$ cat src/rtl/pc_unit.sv
`default_nettype none
// ============================================================================
//  Module   : pc_unit
//  Purpose  : Program-counter stage feeding the instruction memory of the
//             single-cycle CPU. Selects the next byte address from
//             sequential / branch / jump / jump-register targets, holds for
//             a start-up delay after reset, supports a terminal halt state
//             and counts retired PC updates.
//  Ports    : clk        - system clock, rising edge
//             reset      - synchronous active-high reset
//             pc_write   - PC update enable (0 = stall)
//             branch     - conditional branch instruction
//             zero       - ALU zero flag (branch taken when branch & zero)
//             jump       - J-type jump instruction
//             jr         - jump-register instruction
//             halt_ins   - halt opcode
//             im         - 16-bit immediate (word offset for branches)
//             ins_addr   - 26-bit jump target field (word address)
//             jr_addr    - register rs value for jr
//             pc         - current PC
//             pc_plus4   - pc + 4 (combinational)
//             halted     - registered halt indicator
//             ins_count  - number of PC updates performed in RUN
//  Revision : 1.0 - initial release
// ============================================================================
module pc_unit #(
  parameter logic [31:0] RESET_PC    = 32'h0000_0000,
  parameter int          START_DELAY = 1
) (
  input  logic        clk,
  input  logic        reset,
  input  logic        pc_write,
  input  logic        branch,
  input  logic        zero,
  input  logic        jump,
  input  logic        jr,
  input  logic        halt_ins,
  input  logic [15:0] im,
  input  logic [25:0] ins_addr,
  input  logic [31:0] jr_addr,
  output logic [31:0] pc,
  output logic [31:0] pc_plus4,
  output logic        halted,
  output logic [31:0] ins_count
);

  typedef enum logic [1:0] {
    S_INIT   = 2'd0,
    S_RUN    = 2'd1,
    S_HALTED = 2'd2
  } state_t;

  localparam logic [3:0]  c_DELAY_LAST = 4'(START_DELAY - 1);
  localparam logic [31:0] c_PC_STEP    = 32'd4;

  state_t      r_state;
  state_t      w_state_nxt;
  logic [3:0]  r_delay;
  logic [31:0] r_pc;
  logic [31:0] r_ins_count;
  logic        r_halted;

  logic [31:0] w_pc_plus4;
  logic [31:0] w_branch_off;
  logic [31:0] w_jr_target;
  logic [31:0] w_next_pc;
  logic        w_update;

  // --------------------------------------------------------------------------
  // Next-PC selection (all sums modulo 2^32)
  // --------------------------------------------------------------------------
  assign w_pc_plus4   = r_pc + c_PC_STEP;
  // Sign-extended word offset converted to a byte offset.
  assign w_branch_off = {{14{im[15]}}, im, 2'b00};
  // Misaligned register targets are forced onto a word boundary.
  assign w_jr_target  = jr_addr & 32'hFFFF_FFFC;

  always_comb begin
    w_next_pc = w_pc_plus4;
    if (jr) begin
      w_next_pc = w_jr_target;
    end else if (jump) begin
      w_next_pc = {w_pc_plus4[31:28], ins_addr, 2'b00};
    end else if (branch && zero) begin
      w_next_pc = w_pc_plus4 + w_branch_off;
    end
  end

  // A PC update only happens in RUN when not halting and not stalled.
  assign w_update = (r_state == S_RUN) && !halt_ins && pc_write;

  // --------------------------------------------------------------------------
  // State machine
  // --------------------------------------------------------------------------
  always_ff @(posedge clk) begin
    if (reset) begin
      r_state <= S_INIT;
    end else begin
      r_state <= w_state_nxt;
    end
  end

  always_comb begin
    w_state_nxt = r_state;
    case (r_state)
      S_INIT: begin
        if (r_delay == c_DELAY_LAST) begin
          w_state_nxt = S_RUN;
        end
      end
      S_RUN: begin
        if (halt_ins) begin
          w_state_nxt = S_HALTED;
        end
      end
      S_HALTED: begin
        w_state_nxt = S_HALTED;
      end
      default: begin
        w_state_nxt = S_INIT;
      end
    endcase
  end

  // --------------------------------------------------------------------------
  // Datapath registers
  // --------------------------------------------------------------------------
  always_ff @(posedge clk) begin
    if (reset) begin
      r_pc        <= RESET_PC;
      r_ins_count <= 32'd0;
      r_halted    <= 1'b0;
      r_delay     <= 4'd0;
    end else begin
      if (r_state == S_INIT) begin
        r_delay <= r_delay + 4'd1;
      end
      if (w_update) begin
        r_pc        <= w_next_pc;
        r_ins_count <= r_ins_count + 32'd1;
      end
      // Registered so that halted rises the cycle after the halt opcode.
      r_halted <= (w_state_nxt == S_HALTED);
    end
  end

  assign pc        = r_pc;
  assign pc_plus4  = w_pc_plus4;
  assign halted    = r_halted;
  assign ins_count = r_ins_count;

endmodule
`default_nettype wire

$ cat config.mk
export PLATFORM = sky130hd
export DESIGN_NAME = pc_unit
export DESIGN_NICKNAME = d
export VERILOG_FILES = /design/src/rtl/pc_unit.sv
export SDC_FILE = /design/constraint.sdc
export NUM_CORES = 1
export LEC_CHECK = 0
export ABC_AREA = 1
export ABC_CLOCK_PERIOD_IN_PS = 4100
export BUFFER_PORTS_ARGS = -buffer_cell sky130_fd_sc_hd__buf_2
export CORE_ASPECT_RATIO = 0.5
export CORE_MARGIN = 2
export CORE_UTILIZATION = 60
export CTS_BUF_LIST = sky130_fd_sc_hd__clkbuf_4 sky130_fd_sc_hd__clkbuf_8
export DETAILED_ROUTE_END_ITERATION = 6
export GPL_TIMING_DRIVEN = 0
export HOLD_SLACK_MARGIN = 0.12
export PLACE_DENSITY = 0.93
export SYNTH_ARGS = -nofsm -noshare
export SYNTH_HDL_FRONTEND = slang
export SYNTH_SLANG_ARGS = --single-unit
$ cat constraint.sdc
create_clock -name clk -period 4.1 [get_ports clk]
set_input_delay 0.205 -clock clk [delete_from_list [all_inputs] [get_ports clk]]
set_output_delay 0.205 -clock clk [all_outputs]
set_load 0.01 [all_outputs]
# [Yosys cells after proc, flatten, opt, wreduce, memory -nomap -nowiden]
# Index checks and enable logic that the tools add are counted.
[totals] input_bits=82 latchBits=0 output_inout_bits=97 ff_bits=71 ram_bits=0 mem_bits_ro=0 memories=0
[op_classes] eq_ne=3 div=0 bitwise_logic=0 reduce_logical=6 addsub=4 magnitude_cmp=0 shifts=0 muxes=6 multipliers=0
[ops] operator="2-to-1 mux 32 bit" count=3
[ops] operator="adder 32 x 1 -> 32 bit (second input constant)" count=1
[ops] operator="adder 32 x 3 -> 32 bit (second input constant)" count=1
[ops] operator="adder 32 bit" count=1
[ops] operator="case mux 2 bit (3 select lines)" count=1
[ops] operator="adder 4 x 1 -> 4 bit (second input constant)" count=1
[ops] operator="== test 2 bit (second input constant)" count=2
[ops] operator="logical NOT 4 bit" count=1
[ops] operator="2-to-1 mux 2 bit" count=2
[ops] operator="logical AND 1 bit" count=3
[ops] operator="== test 2 x 1 -> 1 bit (second input constant)" count=1
[ops] operator="logical NOT 2 bit" count=1
[ops] operator="logical NOT 1 bit" count=1

# [Depth between registers and ports, before layout]
# Gate-level depths: netlist (run 1).
[depth] depth_word=5 ltp_mapped=25 depth_no_buf=25

# [Least setup slack after synthesis (run 1)]
# Ideal clock, no wire load.
[synth_timing] path_kind="register to register" from="register r_pc[2] (netlist: pc[2])" to="register r_pc[18] (netlist: pc[18])" stages_incl_launch_ff=23 synth_period_minus_slack_ns=2.923 path_buffers=0 setup_slack_ns=1.177 required_time_ns=4.030 arrival_time_ns=2.852 cell_sequence="dfxtp_1 ha_1 nand2_1 nor2_4 nand2_2 nor2_4 inv_2 nor2_2 xor2_1 ha_1 nand2_1 inv_1 nand2_1 nand2_1 nand2_1 nand2_1 o21ai_0 nand2_1 o21ai_0 nand2_1 nand2_1 nand2_1 a21oi_1"
[synth_between] elab_chain_len=5
[synth_lines] element="start, declared" line_no="59" rtl="logic [31:0] r_pc;"
[synth_lines] element="start signal, assigned" line_no="139" rtl="r_pc <= w_next_pc;"
[synth_lines] element="adder 32 x 3 -> 32 bit" line_no="72" rtl="assign w_pc_plus4 = r_pc + c_PC_STEP;"
[synth_lines] element="net pc_plus4[12]" line_no="42" rtl="output logic [31:0] pc_plus4,"
[synth_lines] element="adder 32 bit" line_no="85" rtl="w_next_pc = w_pc_plus4 + w_branch_off;"
[synth_lines] element="2-to-1 mux 32 bit" line_no="84" rtl="end else if (branch && zero) begin"
[synth_lines] element="2-to-1 mux 32 bit" line_no="82" rtl="end else if (jump) begin"
[synth_lines] element="2-to-1 mux 32 bit" line_no="80" rtl="if (jr) begin"
# The timed path passes the listed nets, and every way through them passes these cells.
# A chain may end at the register's enable or synchronous reset.

# [Final worst setup path (run 1)]
[layout_timing] from="register r_pc[2] (netlist: pc[2])" to="register r_pc[24] (netlist: pc[24])"
[layout_between] elab_chain_len=5
[layout_lines] element="adder 32 x 3 -> 32 bit *" line_no="72"
[layout_lines] element="adder 32 bit" line_no="85"
[layout_lines] element="2-to-1 mux 32 bit *" line_no="84"
[layout_lines] element="2-to-1 mux 32 bit *" line_no="82"
[layout_lines] element="2-to-1 mux 32 bit *" line_no="80"
# Every way passes the cells marked *; elsewhere a longest branch is shown, timed or not.

==> flow_summary.json, run 1 <==
{
  "status": "complete, no violations",
  "row_count": 27,
  "maxSlewViolCount": 0,
  "drt_iter0_drc": 947,
  "seq_area_frac_synth": 0.202,
  "critPathKind": "register to register",
  "fp.dieW_um": 155,
  "period_share": 0.907,
  "ir_worst_vdd_v": 0.000433,
  "hp-class": "input pin to register",
  "clock_skew_ps": 13.7,
  "antenna_found_initial": 0,
  "ant_nets": 0,
  "combPwrFrac": 0.375,
  "synth_area_um2": 6840,
  "cts_made_buffers": 9,
  "worst_pin_slew_ps": 803,
  "cts_tree": "done",
  "track_usage": 0.400,
  "synthTopCellsByArea": "nand2_1, dfxtp_1, inv_1, ha_1, nor2_1",
  "cts_resized": 0,
  "cp.arrival_ps": 3950,
  "cts_hold_buf": 0,
  "fmax_ghz": 0.269,
  "htreeDepth": 3,
  "cts_sinks": 69,
  "vias": 8659,
  "post-cts-setup-buffers": 0,
  "power_density_nw_per_um2": 268,
  "grt_start_max_net_pins": 22,
  "cts-root-buf": "clkbuf_8",
  "wl_mm": 24.5,
  "num_antenna_cells": 0,
  "async_reset_ff_frac": 0,
  "netlist-cell-type-count": 42,
  "start_util": 0.619,
  "pwr-share-clk": 0.260,
  "die_h_um": 79.5,
  "path_clk_slew_ps": 80,
  "synth_top_area_frac": 0.208,
  "clock_latency_ps": 350,
  "hpwl_mm": 19.8,
  "fin_setup_tns_ps": 0,
  "grt_pass1_vias": 7836,
  "place.gp.congestion": 0.987,
  "yosysWarnings": 0,
  "pin_count": 179,
  "switching_share": 0.402,
  "crit_fanout": 6,
  "p_leak_nw": 4.25,
  "p_sw_mw": 0.869,
  "place_area_um2": 7890,
  "clock_path_buffers": 2,
  "setup_viol": 0,
  "drv_cap": 0,
  "seq_area_um2": 1380,
  "yosys.area.top_type": "nand2_1",
  "synthFlopType": "dfxtp_1",
  "p_int_mw": 1.30,
  "synth-edff-count": 0,
  "fillCellCount": 1023,
  "crit_path_end_kind": "register",
  "synth_common_cells": "nand2_1, inv_1, nor2_1",
  "die_area_um2": 12300,
  "required_ps": 4330,
  "nets": 1518,
  "cp-start-kind": "register",
  "core_area_um2": 11000,
  "dr.pass1.iters": 6,
  "multi_input_area_um2": 4640,
  "area_growth_pct": 18.2,
  "fin_area_um2": 8090,
  "place.port_buffers": 171,
  "grt.overflow.total": 0,
  "ys_ff_latch": 69,
  "seq_power_share": 0.365,
  "route.detailed.drc": 0,
  "yosysMostFrequentCell": "nand2_1",
  "grt_setup_unrepaired": "false",
  "drive_gt1_frac": 0.163,
  "synth.avg_cell_area_um2": 5.65,
  "min_period_ps": 3720,
  "wire_per_inst_um": 15.9,
  "hold_viol_final": 0,
  "maxSlewHeadroom": 0.462,
  "grt_pass1_wl_mm": 38.9,
  "vias_per_cell": 5.60,
  "syn_inst": 1211
}
stage by stage:
stage	hold slack [ps]	util	instances	power [mW]	setup WS, ps
2_1_floorplan	380	-	1214	1.30	1180
3_3_place_gp	442	0.714	1530	1.56	514
3_5_place_dp	471	0.714	1530	1.58	510
4_1_cts	142	0.732	1545	2.13	485
5_1_grt	167	0.732	1545	2.29	57.9
6_report	142	0.732	1545	2.16	382
power by group through the flow:
stage          sequential [mW]  clock, mW  combinational, mW
2_1_floorplan            0.800          0              0.503
3_3_place_gp             0.798          0              0.766
3_5_place_dp             0.801          0              0.783
4_1_cts                  0.786      0.559              0.789
5_1_grt                  0.795      0.590              0.901
6_report                 0.790      0.563              0.812
logic make-up after synthesis:
logic type / count (synthesis) / share of synthesized area
XOR/XNOR: 28 / 0.0358
AND/OR/NAND/NOR: 685 / 0.431
buffers and inverters: 216 / 0.121
other: 1 / 0.000548
adder cells (fa/ha/maj): 40 / 0.0742
AO/OA/AOI/OAI: 172 / 0.136
flip-flops: 69 / 0.202
worst max-delay path, cell delays in order, from the launching register on:
cell and delay (ps):
dfxtp_1 470, ha_1 300, nand2_1 120, nor2_4 170, nand2_2 120, nor2_4 160, inv_2 50, nor2_2 130
xor2_1 400, ha_1 270, nand2_1 110, nor2_1 260, nand2_1 160, nor2_1 110, nand2_1 80, nand3_1 100
nand2_1 50, nand3_1 130, nand2_1 70, nand2_1 80, nand2_1 90, nand2_1 100, a21oi_1 60
final cells by class:
cell class	instances	area share
clock buffers	10	0.0170
flip-flops and latches	69	0.171
inverters	183	0.0849
repair buffers	171	0.106
clock inverters	5	0.00742
well taps	145	0.0224
plain buffers	33	0.0175
multi-input cells	929	0.574
cells in the final DEF, fill, tap and decap left out, types with 3 or more instances in the layout:
cell type | netlist | routed
nand2_1 | 379 | 379
inv_1 | 180 | 180
buf_2 | 2 | 173
nor2_1 | 130 | 130
a21oi_1 | 93 | 93
nand3_1 | 81 | 81
dfxtp_1 | 69 | 69
o21ai_0 | 50 | 50
ha_1 | 39 | 39
nor3_1 | 29 | 29
clkbuf_1 | 24 | 24
nand4_1 | 21 | 21
xor2_1 | 20 | 20
or2_2 | 10 | 10
clkbuf_8 | 0 | 10
nor2_4 | 9 | 9
xnor2_1 | 8 | 8
and2_1 | 6 | 6
o211ai_1 | 6 | 6
nand2_2 | 5 | 5
nor2_2 | 5 | 5
o21ai_1 | 4 | 4
a21o_1 | 4 | 4
o221ai_1 | 4 | 4
buf_4 | 4 | 4
conb_1 | 1 | 4
nor3b_1 | 3 | 3
buf_1 | 3 | 3
o21bai_1 | 3 | 3
worst paths after layout:
path | startpoint | slack (ps) | cells after the start | to
hold / removal | halt_ins | 140 | 3 | halted
setup / recovery | pc[2] | 380 | 22 | pc[24]
setup reg to reg | pc[2] | 380 | 22 | pc[24]
hold reg to reg | ins_count[16] | 470 | 2 | ins_count[16]
layer usage:
layer,GRT usage,share of wire,vias up
li1,-,-,4215
met2,0.656,0.43,508
met3,0.0744,0.12,66
met5,0,0,-
met4,0.114,0.025,0
met1,0.542,0.42,3870
flip-flops by register name, indices dropped and copies added (netlist names):
signal and cells:
r_state 2, r_delay 4, halted 1, ins_count 32, pc 30
Power figures use the tool's default switching activity.
==> inputs of run 2 (changes only) <==
- MAX_ROUTING_LAYER: default -> met4
- PLACE_DENSITY: 0.93 -> 0.95
==> flow_summary.json, run 2 (same netlist as run 1, synthesis figures left out) <==
{
  "critPathBufInv": 2,
  "cpMostUsedCell": "nand2_1",
  "place_ws_ps": 440,
  "fp.dieW_um": 155,
  "mostFrequentLayoutCell": "nand2_1",
  "die_area_um2": 12300,
  "timing.hold.ws_ps": 161,
  "ant_nets": 0,
  "htreeDepth": 3,
  "clock_path_buffers": 2,
  "start_util": 0.619,
  "core_area_um2": 11000,
  "path_clk_slew_ps": 70,
  "grt_start_max_net_pins": 22,
  "vias_per_cell": 5.59,
  "grt_setup_unrepaired": "false",
  "fmax_ghz": 0.266,
  "seq_power_share": 0.377,
  "track_usage": 0.412,
  "place.port_buffers": 171,
  "cts_made_buffers": 9,
  "critPathKind": "register to register",
  "die_h_um": 79.5,
  "ir_worst_vdd_v": 0.000347,
  "fin_area_um2": 8070,
  "setup_viol": 0,
  "wl_mm": 24.9,
  "hold_viol_final": 0,
  "cp-start-kind": "register",
  "pwr-share-clk": 0.236,
  "cts-root-buf": "clkbuf_8",
  "maxSlewViolCount": 0,
  "p_sw_mw": 0.847,
  "cts_tree": "done",
  "path_delay_family": "simple AND/OR/NAND/NOR gates",
  "drv_cap": 0,
  "cts_sinks": 69,
  "wire_per_inst_um": 16.1,
  "antenna_found_initial": 0,
  "postLayoutSetupSlackWorst_ps": 348,
  "status": "complete, no violations",
  "cts_hold_buf": 0,
  "drt_iter0_drc": 1000,
  "place.gp.congestion": 0.983,
  "num_antenna_cells": 0,
  "route.detailed.drc": 0,
  "row_count": 27,
  "clock_latency_ps": 340,
  "power_density_nw_per_um2": 260,
  "vias": 8638,
  "maxSlewHeadroom": 0.500,
  "fillCellCount": 997,
  "pin_count": 179,
  "drive_gt1_frac": 0.163,
  "instances_no_fill": 1544,
  "hpwl_mm": 20.0,
  "crit_fanout": 7,
  "fin_setup_tns_ps": 0,
  "grt_pass1_wl_mm": 39.0,
  "cp.arrival_ps": 3970,
  "period_share": 0.915,
  "layout_common_cells": "nand2_1, inv_1, buf_2",
  "nets": 1518,
  "crit_path_end_kind": "register",
  "crit_slowest_cell": "dfxtp_1",
  "switching_share": 0.404,
  "place_inst": 1530,
  "required_ps": 4320,
  "p_leak_nw": 4.24,
  "clock_skew_ps": 11.5,
  "dr.pass1.iters": 5,
  "grt_pass1_vias": 7805,
  "largest_register_ffs": 32,
  "area_growth_pct": 17.9,
  "place_area_um2": 7890,
  "slowest_delay_ps": 470,
  "hp-class": "input pin to register",
  "min_period_ps": 3750,
  "crit_path_cell_trace": "ha_1, nand2_1, nor2_4, nand3_1, inv_1, nand2_1, xor2_1, inv_1, ha_1, nand2_1, nor2_1, nand2_1, nor2_1, nand2_1, nand3_1, nand2_1, nand3_1, nand2_1, nand2_1, nand2_1, nand2_1, a21oi_1",
  "combPwrFrac": 0.387,
  "grt.overflow.total": 0,
  "p_int_mw": 1.25,
  "worst_pin_slew_ps": 747
}
## run 2: changes by cell type in the layout (fill, tap and decap cells not counted)
cell        change
clkinv_2        +1
clkinv_4        -1
clkinvlp_4      -1
clkbuf_4        +1
xor2_2          +1
inv_6           -1
bufinv_16       -1
xor2_1          -1
clkbuf_8        +1
## run 2: what timing repair did
| action | 4_1_cts | 5_1_grt |
|---|---|---|
| setup buffers | 0 | 0 |
| hold endpoints to repair | 0 | 0 |
| endpoints found under the setup margin | 0 | 1 |
| resized for setup | 0 | 1 |
## run 2: power groups by stage
stage | clock (mW) | combinational, mW | sequential, mW
floorplan | 0 | 0.503 | 0.800
global placement | 0 | 0.764 | 0.798
detailed placement | 0 | 0.784 | 0.803
CTS | 0.492 | 0.788 | 0.788
global route | 0.522 | 0.908 | 0.796
finish | 0.494 | 0.812 | 0.792
## run 2: worst paths after layout
path	from	endpoint	slack (ps)	depth (start not counted)
max	pc[2]	pc[26]	350	22
min reg2reg	ins_count[16]	ins_count[16]	470	2
min	jr_addr[8]	pc[8]	160	3
max reg2reg	pc[2]	pc[26]	350	22
## run 2: routing by layer
layer / track usage / routed length, um / vias to the layer above
li1: - / - / 4217
met4: 0.115 / 651 / 0
met2: 0.658 / 10700 / 497
met5: - / 0 / -
met1: 0.554 / 10700 / 3860
met3: 0.0527 / 2780 / 64
## run 2: worst min-delay path, cell delays in order
cell      delay (ps)
buf_2             80
o211ai_1          70
a21oi_1          110
## run 2: metrics by stage
| stage | util | total power [mW] |
|---|---|---|
| 2_1_floorplan | - | 1.30 |
| 3_3_place_gp | 0.714 | 1.56 |
| 3_5_place_dp | 0.714 | 1.59 |
| 4_1_cts | 0.730 | 2.07 |
| 5_1_grt | 0.730 | 2.23 |
| 6_report | 0.730 | 2.10 |
## run 2: cell type report
| cell class | instances | area [um^2] | share of cell area |
|---|---|---|---|
| buffer | 33 | 141 | 0.0175 |
| clock buffer | 12 | 159 | 0.0197 |
| clock inverter | 2 | 10.0 | 0.00124 |
| inverter | 183 | 687 | 0.0851 |
| multi-input combinational | 929 | 4650 | 0.577 |
| sequential | 69 | 1380 | 0.171 |
| tap | 145 | 181 | 0.0225 |
| timing repair buffer | 171 | 856 | 0.106 |
==> inputs of run 3 (changes only) <==
- RECOVER_POWER: default -> 100
==> flow_summary.json, run 3 (same netlist as run 1, synthesis figures left out) <==
{
  "fillCellCount": 1069,
  "row_count": 27,
  "clock_latency_ps": 340,
  "num_antenna_cells": 0,
  "min_period_ps": 3750,
  "core_area_um2": 11000,
  "cp.arrival_ps": 4020,
  "clock_path_buffers": 2,
  "crit_path_start": "pc[2]",
  "cts_hold_buf": 0,
  "clock_skew_ps": 13.0,
  "die_h_um": 79.5,
  "track_usage": 0.412,
  "cts_made_buffers": 9,
  "drv_cap": 0,
  "vias_per_cell": 5.61,
  "grt_start_max_net_pins": 22,
  "nets": 1518,
  "place.gp.congestion": 0.983,
  "crit_slowest_cell": "dfxtp_1",
  "maxSlewHeadroom": 0.511,
  "period_share": 0.915,
  "fin_setup_tns_ps": 0,
  "dr.pass1.iters": 6,
  "largest_register_ffs": 32,
  "wire_per_inst_um": 16.1,
  "htreeDepth": 3,
  "fp.dieW_um": 155,
  "combPwrFrac": 0.382,
  "grt_pass1_wl_mm": 39.0,
  "start_util": 0.619,
  "hp-class": "input pin to register",
  "p_leak_nw": 3.88,
  "switching_share": 0.405,
  "hold_viol_final": 0,
  "pwr-share-clk": 0.236,
  "place_area_um2": 7890,
  "maxSlewViolCount": 0,
  "pin_count": 179,
  "design_power_total_mw": 2.08,
  "drt_iter0_drc": 1017,
  "min-delay-start": "jr_addr[8]",
  "crit_path_cell_trace": "ha_1, nand2_1, nor2_4, nand3_1, inv_1, nand2_1, xor2_1, inv_1, ha_1, nand2_1, nor2_1, nand2_1, nor2_1, nand2_1, nand4_1, nand3_1, nand2_1, nand2_1, nand2_1, nand2_1, a21oi_1",
  "power_density_nw_per_um2": 264,
  "cpMostUsedCell": "nand2_1",
  "fin_area_um2": 7880,
  "drive_gt1_frac": 0.0915,
  "cts_sinks": 69,
  "die_area_um2": 12300,
  "critPathBufInv": 2,
  "p_int_mw": 1.24,
  "cts-root-buf": "clkbuf_8",
  "layout_common_cells": "nand2_1, inv_1, nor2_1",
  "path_delay_family": "simple AND/OR/NAND/NOR gates",
  "cts_tree": "done",
  "fmax_ghz": 0.267,
  "setup_viol": 0,
  "post-cts-setup-buffers": 0,
  "crit_fanout": 7,
  "route.detailed.drc": 0,
  "p_sw_mw": 0.843,
  "r2r-start": "pc[2]",
  "grt_setup_unrepaired": "false",
  "seq_power_share": 0.381,
  "slowest_delay_ps": 470,
  "vias": 8660,
  "critPathKind": "register to register",
  "area_growth_pct": 15.1,
  "grt.overflow.total": 0,
  "crit_path_end_kind": "register",
  "cp-start-kind": "register",
  "hpwl_mm": 20.0,
  "wl_mm": 24.8,
  "place.port_buffers": 171,
  "required_ps": 4370,
  "status": "complete, no violations",
  "mostFrequentLayoutCell": "nand2_1",
  "path_clk_slew_ps": 80,
  "worst_pin_slew_ps": 730,
  "ant_nets": 0,
  "ir_worst_vdd_v": 0.000344,
  "antenna_found_initial": 0,
  "grt_pass1_vias": 7805
}
-- run 3: layout make-up --
cell class	instances	area (um^2)	share of cell area
tap	145	181	0.0230
buffer	33	141	0.0180
clock inverter	2	10.0	0.00127
multi-input combinational	929	4560	0.579
timing repair buffer	171	754	0.0958
sequential	69	1380	0.175
inverter	183	687	0.0872
clock buffer	12	159	0.0202
-- run 3: repair_timing --
action                     in CTS  in global routing
gates resized for setup         0                  1
setup endpoints to repair       0                  1
hold endpoints to repair        0                  0
-- run 3: power groups by stage --
| stage | registers, mW | clock network, mW | logic (mW) |
|---|---|---|---|
| finish | 0.793 | 0.491 | 0.796 |
| CTS | 0.788 | 0.492 | 0.788 |
| floorplan | 0.800 | 0 | 0.503 |
| global placement | 0.798 | 0 | 0.764 |
| global route | 0.796 | 0.522 | 0.889 |
| detailed placement | 0.803 | 0 | 0.784 |
-- run 3: worst reg2reg max path: cells and delay by family (launching register included) --
kind / cells / cell delay (ps)
compound gates: 1 / 120
xor+xnor: 1 / 300
fa+ha+maj: 2 / 760
buf+inv: 2 / 230
flops: 1 / 470
simple gates: 15 / 1800
-- run 3: metrics by stage --
step,setup WS (ps),utilization,std cells,hold slack (ps)
detailed placement,440,0.714,1530,449
global placement,529,0.714,1530,441
global route,18.0,0.713,1544,179
finish,350,0.713,1544,164
CTS,397,0.730,1544,157
floorplan,1180,-,1214,380
-- run 3: metal layers --
metal | vias to the layer above | routed length [um] | global-route usage
met4 | 0 | 716 | 0.115
li1 | 4212 | - | -
met2 | 509 | 10600 | 0.658
met1 | 3865 | 10900 | 0.554
met3 | 74 | 2580 | 0.0527
met5 | - | 0 | -
-- run 3: path summary, 6_finish.rpt --
| path | endpoint | cells past startpoint | slack [ps] |
|---|---|---|---|
| worst max-delay path | pc[22] | 21 | 350 |
| worst min-delay path | pc[8] | 3 | 160 |
| worst max register to register | pc[22] | 21 | 350 |
| worst min register to register | ins_count[16] | 2 | 460 |
